===== src/rtl/instr_reg_sched.sv =====
// Scheduler for a 32-entry circular instruction register. Two requesters share
// one write port through a round-robin arbiter, and a single consumer pops in order.

package instr_reg_pkg;
    localparam int DATA_W = 16;
    localparam int ADDR_W = 5;

    typedef logic [ADDR_W-1:0]        address_t;
    typedef logic signed [DATA_W-1:0] operand_t;

    typedef enum logic [2:0] {
        OP_ADD = 3'd0,
        OP_SUB = 3'd1,
        OP_AND = 3'd2,
        OP_OR  = 3'd3,
        OP_XOR = 3'd4,
        OP_MUL = 3'd5,
        OP_DIV = 3'd6,
        OP_MOD = 3'd7
    } opcode_t;
endpackage

module instr_reg_sched
    import instr_reg_pkg::*;
#(
    parameter int DEPTH = 2**$bits(address_t)
) (
    input  logic       clk,
    input  logic       reset_n,

    input  logic [1:0] req_valid,
    output logic [1:0] req_ready,
    input  opcode_t    req0_opcode,
    input  operand_t   req0_operand_a,
    input  operand_t   req0_operand_b,
    input  opcode_t    req1_opcode,
    input  operand_t   req1_operand_a,
    input  operand_t   req1_operand_b,

    input  logic       flush,

    output logic       load_en,
    output opcode_t    opcode,
    output operand_t   operand_a,
    output operand_t   operand_b,
    output address_t   write_pointer,

    output address_t   read_pointer,
    output logic       rd_valid,
    input  logic       rd_ready,

    output logic [5:0] count,
    output logic       full,
    output logic       empty,
    output logic       err_div0
);

    address_t   wr_ptr;
    address_t   rd_ptr;
    logic [5:0] count_q;
    logic       err_q;
    logic       last_grant;

    logic       grant_idx;
    logic       grant_any;
    logic       push;
    logic       pop;
    logic       div0_hit;

    function automatic logic is_div_zero(input opcode_t op, input operand_t b);
        return ((op == OP_DIV) || (op == OP_MOD)) && (b == '0);
    endfunction

    assign full  = (count_q == 6'(DEPTH));
    assign empty = (count_q == 6'd0);

    // Contention goes to the requester that was not served last.
    always_comb begin
        grant_idx = 1'b0;
        grant_any = 1'b0;
        case (req_valid)
            2'b01: begin grant_idx = 1'b0;        grant_any = 1'b1; end
            2'b10: begin grant_idx = 1'b1;        grant_any = 1'b1; end
            2'b11: begin grant_idx = ~last_grant; grant_any = 1'b1; end
            default: ;
        endcase
    end

    // A full queue refuses pushes even when a pop lands in the same cycle.
    always_comb begin
        req_ready = 2'b00;
        if (reset_n && grant_any && !full && !flush)
            req_ready[grant_idx] = 1'b1;
    end

    assign push = |(req_valid & req_ready);
    assign pop  = rd_valid && rd_ready && !flush;

    assign load_en       = push;
    assign opcode        = grant_idx ? req1_opcode    : req0_opcode;
    assign operand_a     = grant_idx ? req1_operand_a : req0_operand_a;
    assign operand_b     = grant_idx ? req1_operand_b : req0_operand_b;
    assign write_pointer = wr_ptr;
    assign div0_hit      = push && is_div_zero(opcode, operand_b);

    assign read_pointer = rd_ptr;
    assign rd_valid     = !empty;
    assign count        = count_q;
    assign err_div0     = err_q;

    always_ff @(posedge clk or negedge reset_n) begin
        if (!reset_n) begin
            wr_ptr     <= '0;
            rd_ptr     <= '0;
            count_q    <= '0;
            err_q      <= 1'b0;
            last_grant <= 1'b1;
        end else if (flush) begin
            wr_ptr     <= '0;
            rd_ptr     <= '0;
            count_q    <= '0;
            err_q      <= 1'b0;
        end else begin
            if (push) begin
                wr_ptr     <= wr_ptr + address_t'(1);
                last_grant <= grant_idx;
            end
            if (pop)
                rd_ptr <= rd_ptr + address_t'(1);
            case ({push, pop})
                2'b10:   count_q <= count_q + 6'd1;
                2'b01:   count_q <= count_q - 6'd1;
                default: count_q <= count_q;
            endcase
            if (div0_hit)
                err_q <= 1'b1;
        end
    end

endmodule


===== config.mk =====
export PLATFORM = sky130hd
export DESIGN_NAME = instr_reg_sched
export DESIGN_NICKNAME = d
export VERILOG_FILES = /design/src/rtl/instr_reg_sched.sv
export SDC_FILE = /design/constraint.sdc
export NUM_CORES = 1
export LEC_CHECK = 0
export ABC_AREA = 1
export CAP_MARGIN = 30
export CORE_UTILIZATION = 34
export CTS_CLUSTER_SIZE = 8
export DETAILED_ROUTE_END_ITERATION = 16
export HOLD_SLACK_MARGIN = 0.03
export MAX_ROUTING_LAYER = met4
export PLACE_DENSITY = 0.83
export SLEW_MARGIN = 20
export SYNTH_ARGS = -nofsm -noshare
export SYNTH_HDL_FRONTEND = slang
export SYNTH_SLANG_ARGS = --single-unit

===== constraint.sdc =====
create_clock -name clk -period 2.3 [get_ports clk]
set_input_delay 0.46 -clock clk [delete_from_list [all_inputs] [get_ports clk]]
set_output_delay 0.46 -clock clk [all_outputs]
set_load 0.03 [all_outputs]

=== After elaboration in Yosys (flattened, before gate mapping) ===
Index checks and enable logic that the tools add are counted.

* Memories kept: 0
* Bits in latches: 0
* Output and inout bits: 58
* Bits of input ports: 76
* Memory bits (writable): 0
* Register bits: 18
* Bits in read-only memories: 0
* Logic and storage cells: 59

* $mul: 0
* Bitwise logic cells: 3
* Add/subtract/negate cells: 4
* Magnitude comparators: 2
* Equality and inequality tests: 8
* Multiplexer cells: 16
* Div/mod/pow operators: 0
* Reduce and logical (&&, ||, !) cells: 21
* Shifts and indexed selects: 0

{| class="wikitable"
|+ Operators by type and width
! kind !! number
|-
| two-way mux 16 bit || 2
|-
| two-way mux 5 bit || 4
|-
| logical NOT 16 bit || 1
|-
| case mux 6 bit (2 select lines) || 1
|-
| adder 5 x 1 -> 5 bit (second input constant) || 2
|-
| logical AND 1 bit || 8
|-
| adder 6 x 1 -> 6 bit (second input constant) || 1
|-
| equality test 2 bit (second input constant) || 3
|-
| equality test 3 bit (second input constant) || 2
|-
| equality test 6 bit (second input constant) || 1
|-
| logical NOT 6 bit || 1
|-
| two-way mux 6 bit || 1
|-
| nonzero test 2 bit || 3
|-
| subtractor 6 x 1 -> 6 bit (second input constant) || 1
|-
| equality test 2 x 1 -> 1 bit (second input constant) || 2
|-
| two-way mux 1 bit || 4
|-
| logical NOT 1 bit || 3
|-
| two-way mux 3 bit || 1
|-
| nonzero test 3 bit || 1
|-
| OR reduction 3 bit || 1
|-
| AND 2 bit || 1
|-
| < comparator 1 x 2 -> 1 bit (second input constant) || 1
|-
| two-way mux 2 bit || 1
|-
| inverter 1 bit || 2
|-
| 6 further kinds || 6
|}

=== Depth between registers and ports, before layout ===
* Word-level depth: 12
* Gate-level depth with buffers: 15
* Gate-level depth less buffers: 14

=== Least setup slack after synthesis ===
Ideal clock, no wire load.

* Kind: register to register
* From: register count_q[1], in the netlist count[1]
* To: register count_q[4], in the netlist count[4]
* Clock period less this slack: 2.449 ns
* Setup slack: -0.149 ns
* Data required time: 2.171 ns
* Buffers on the path: 0
* Library setup time: 0.129 ns
* Cell stages (with the launch flop): 13
* Data arrival time: 2.321 ns
* Cells stage by stage: dfrtp_1 -> nor2_1 -> nand3_2 -> nand2_2 -> nor2_2 -> nand2_2 -> inv_1 -> fa_1 -> a21oi_1 -> nor2_1 -> nor2_1 -> xor2_1 -> o22ai_2

* Elaborated cells on any way between the ends: 18
* Those cells by class: 2 x add/sub; 3 x eq/ne; 3 x mux; 1 x bitwise; 9 x reduce/logical

{| class="wikitable"
|+ RTL lines
! what !! RTL line !! source
|-
| start, declared || 60 || <nowiki>logic [5:0] count_q;</nowiki>
|-
| start signal, assigned || 131 || <nowiki>2'b10: count_q <= count_q + 6'd1;</nowiki>
|-
| start signal, assigned || 132 || <nowiki>2'b01: count_q <= count_q - 6'd1;</nowiki>
|-
| start signal, assigned || 133 || <nowiki>default: count_q <= count_q;</nowiki>
|-
| logical NOT 6 bit (*) || 75 || <nowiki>assign empty = (count_q == 6'd0);</nowiki>
|-
| logical NOT 1 bit (*) || 107 || <nowiki>assign rd_valid = !empty;</nowiki>
|-
| net rd_valid || 49 || <nowiki>output logic rd_valid,</nowiki>
|-
| logical AND 1 bit (*) (2 in a row) || 97 || <nowiki>assign pop = rd_valid && rd_ready && !flush;</nowiki>
|-
| equality test 2 x 1 -> 1 bit or equality test 2 bit (tied branches) || 130 || <nowiki>case ({push, pop})</nowiki>
|-
| case mux 6 bit (2 select lines) || 130 ||
|-
| two-way mux 6 bit || 118 || <nowiki>end else if (flush) begin</nowiki>
|}

Mark *: on every way through the listed nets, which the timed path passes. The rest lies on a longest branch.
A chain may end at the register's enable or synchronous reset.

=== Final worst setup path ===
* From: register count_q[2], in the netlist count[2]
* To: output full

* Cells in the longest elaborated chain, start to end: 1

{| class="wikitable"
|+ Ends and longest elaborated chain
! what !! RTL line !! source
|-
| equality test 6 bit || 74 || <nowiki>assign full = (count_q == 6'(DEPTH));</nowiki>
|-
| end, declared || 53 || <nowiki>output logic full,</nowiki>
|}

No other way between the ends.

==> reports/results.tsv <==
stage	metric	value	unit
sta	drv_slew	0	
power_and_ir_drop	powerDensity	753	mW/mm^2
setup_path	cp_top_family	buffers and inverters	
clock_tree	cts_hold_buffers	0	
sta	setup_viol	0	
logic_synthesis	ys_types	30	
setup_path	critPathLaunchType	register	
logic_synthesis	ys_ff_latch	18	
place	dp_slack	-0.390	ns
power_and_ir_drop	p_sw	1.15	mW
sta	fmax	0.450	GHz
die	die_x	72.4	um
setup_path	r2r-start	count[4]	
power_and_ir_drop	p_leak	1.58	nW
routing	detail-route-antenna-nets	0	
logic_synthesis	yosysWarnings	0	
clock_tree	numClockSinks	18	
die	core_area	0.00475	mm^2
logic_synthesis	syn_area	0.00168	mm^2
sta	min_period	2.22	ns
clock_tree	cts.htree.levels	1	
logic_synthesis	synth-seq-area-share	26.8	%
setup_path	worstPathMaxFanout	4	
grt	track_usage	23.4	%
setup_path	worstPathCellList	nor2_2, nand2_1, nor2_1, clkdlybuf4s50_1	
setup_path	cp_slowest_cell	clkdlybuf4s50_1	
grt	grt_pass1_wl	9.31	mm
die	initial_utilization	35.4	%
place	gp_congestion	0.854	
run	drv_cap	0	
power_and_ir_drop	power.total	2.47	mW
clock_tree	post_cts_buffers	0	
setup_path	endpoint	full	
power_and_ir_drop	switching_share	46.5	%
finish	area_growth	94.9	%
sta	grt_setup_unrepaired	false	
sta	period_share	96.5	%
power_and_ir_drop	power_frac_seq	19.4	%
finish	layout.nets	478	
setup_path	r2r_slack	0.17	ns
routing	dr_total_vias	2152	
power_and_ir_drop	ir_worst_vdd	0.000927	V
finish	drive_gt1_share	29.9	%
place	hpwl	5.06	mm
setup_path	cp.depth	4	
setup_path	worstSetupStartpoint	count[2]	
power_and_ir_drop	p_int	1.32	mW
power_and_ir_drop	combPwrFrac	70.4	%
grt	antenna_found_initial	0	
setup_path	reg2reg_depth	12	
die	rows	25	
logic_synthesis	avgSynthCellArea	7.07	um^2
setup_path	slowest_delay	0.68	ns
setup_path	crit_required	1.84	ns
die	die_h	72.4	um
sta	final.setup_skew	0.00174	ns
setup_path	cp_num_buf_inv	1	
grt	grt_max_degree	19	
routing	via_per_inst	4.67	
clock_tree	clk_path_buf_depth	2	
clock_tree	clk_pin_slew	0.06	ns
power_and_ir_drop	clkPwrFrac	10.2	%
clock_tree	cts_tree	built	
sta	maxSlewHeadroom	77.4	%
sta	worst_pin_slew	0.338	ns
hold_path	hold_path.class	reg2reg	
place	io_buffers	133	
routing	drt_pass1_iterations	4	
clock_tree	cts_buffers	3	
die	ios	134	
die	dieArea	0.00524	mm^2
setup_path	reg2reg_to	count[4]	
routing	routed_wl	6.29	mm
clock_tree	cts-root-buf	clkbuf_8	
grt	grt_pass1_vias	2009	
routing	first_iter_violations	52	
setup_path	path_class	reg2out	
routing	drc	0	
grt	grt-ovfl-total	0	
routing	wl_per_cell	13.6	um
sta	setup_ws	0.0794	ns
clock_tree	clk_latency	0.25	ns
setup_path	cp.arrival	1.76	ns
run_status	status	complete, no violations	
logic_synthesis	syn-instance-count	238	
sta	finalHoldViolations	0	
setup_path	endpoint_kind	output pin	
finish	n_antenna_cell	0	
logic_synthesis	synth_nets	321	
-- per-stage QoR --
stage | TNS (ns) | instances | instance area (um^2) | hold slack (ns) | util, %
detailed placement | -7.56 | 456 | 3200 | 0.481 | 67.4
global placement | -6.46 | 456 | 3200 | 0.464 | 67.4
floorplan | -0.000308 | 238 | 1700 | 0.164 | -
finish | 0 | 461 | 3280 | 0.489 | 69.0
global route | 0 | 461 | 3280 | 0.536 | 69.0
CTS | -0.0149 | 460 | 3210 | 0.497 | 67.5
-- what timing repair did --
action	4_1_cts	5_1_grt
gates cloned	0	1
pin swaps	0	1
gates resized for setup	95	12
setup endpoints to repair	26	29
-- cell usage in the layout (no fill, tap or decap), types with 2 or more instances in the layout --
cell,n
nand3_4,2
clkbuf_8,4
ha_4,3
dfrtp_2,2
dlymetal6s2s_1,2
mux2_2,17
nand3_1,19
ha_1,3
xor2_1,3
nand2_1,61
o21ai_1,6
nor2_1,21
inv_2,2
dfrtp_1,15
clkdlybuf4s50_1,93
o21ai_2,3
buf_4,44
inv_4,2
a21oi_1,5
buf_2,17
o21ai_0,11
nand2_2,3
inv_1,30
buf_12,2
nor2_2,6
nand2_4,4
nor3_1,3
a21oi_2,2
-- cell usage after synthesis --
master / n / area (um^2)
nor3_1: 3 / 15.0
buf_6: 4 / 45.0
o21ai_1: 1 / 5.00
nand2_1: 62 / 233
dfstp_2: 1 / 26.3
nor2_2: 3 / 18.8
nor2_1: 24 / 90.1
nand3_4: 1 / 17.5
buf_2: 3 / 15.0
inv_2: 2 / 7.51
nand2_4: 2 / 22.5
o21a_1: 1 / 7.51
o22ai_2: 1 / 12.5
a21oi_1: 7 / 35.0
fa_1: 1 / 20.0
ha_1: 6 / 75.1
buf_4: 1 / 7.51
nor3_2: 1 / 10.0
o21ai_2: 3 / 26.3
xor2_1: 3 / 26.3
inv_4: 1 / 6.26
nand2_2: 4 / 25.0
xnor2_1: 1 / 8.76
mux2_2: 17 / 191
dfrtp_1: 17 / 425
nand3_1: 19 / 95.1
nand3_2: 1 / 10.0
inv_1: 31 / 116
o21ai_0: 16 / 80.1
a22o_1: 1 / 8.76
-- per-layer routing --
metal  GRT usage (%)  wire (um)
met4            6.97        139
met3            3.47        472
met5               -          0
met2            42.6       3220
met1            26.3       2460
-- worst min path at each step --
stage	slack [ns]	cells past startpoint	startpoint	to
floorplan	0.16	0	reset_n	count[0]
global placement	0.46	2	err_div0	err_div0
detailed placement	0.48	2	err_div0	err_div0
CTS	0.50	2	err_div0	err_div0
global route	0.54	2	err_div0	err_div0
finish	0.49	2	err_div0	err_div0
-- state kept, by name, indices dropped and copies added, names as in the netlist --
| signal | count |
|---|---|
| write_pointer | 5 |
| last_grant | 1 |
| err_div0 | 1 |
| read_pointer | 5 |
| count | 6 |
-- area by class of cell --
cell class | instances | area (um^2)
Multi-Input combinational cell | 178 | 1110
Timing Repair Buffer | 160 | 1450
Tap cell | 67 | 83.8
Inverter | 34 | 133
Fill cell | 398 | 1480
Sequential cell | 18 | 454
Clock buffer | 4 | 55.1
-- power by group through the flow --
| stage | sequential, mW | clock [mW] | combinational (mW) |
|---|---|---|---|
| 2_1_floorplan | 0.596 | 0 | 0.850 |
| 3_3_place_gp | 0.474 | 0 | 1.66 |
| 3_5_place_dp | 0.474 | 0 | 1.70 |
| 4_1_cts | 0.473 | 0.260 | 1.70 |
| 5_1_grt | 0.490 | 0.271 | 1.86 |
| 6_report | 0.480 | 0.251 | 1.74 |
-- kinds of logic (layout without fill, tap and decap cells) --
logic type	Yosys count	after routing	share of synthesized area, %
adders and majority gates	7	7	5.65
xor gates and xnor gates	4	4	2.08
and+or+nand+nor	120	120	31.9
AOI/OAI and AO/OA	30	30	10.4
DFF	18	18	26.8
muxes	17	17	11.4
buffers and inverters	42	198	11.7
-- worst reg2reg max path: cells and delay by family (launching register included) --
family	cells	cell delay (ns)
AND/OR/NAND/NOR	7	0.69
flip-flops	1	0.45
adder cells (fa/ha/maj)	1	0.39
AO/OA/AOI/OAI	2	0.24
XOR/XNOR	1	0.18
buffers and inverters	1	0.07
(Power assumes the default switching activity.)
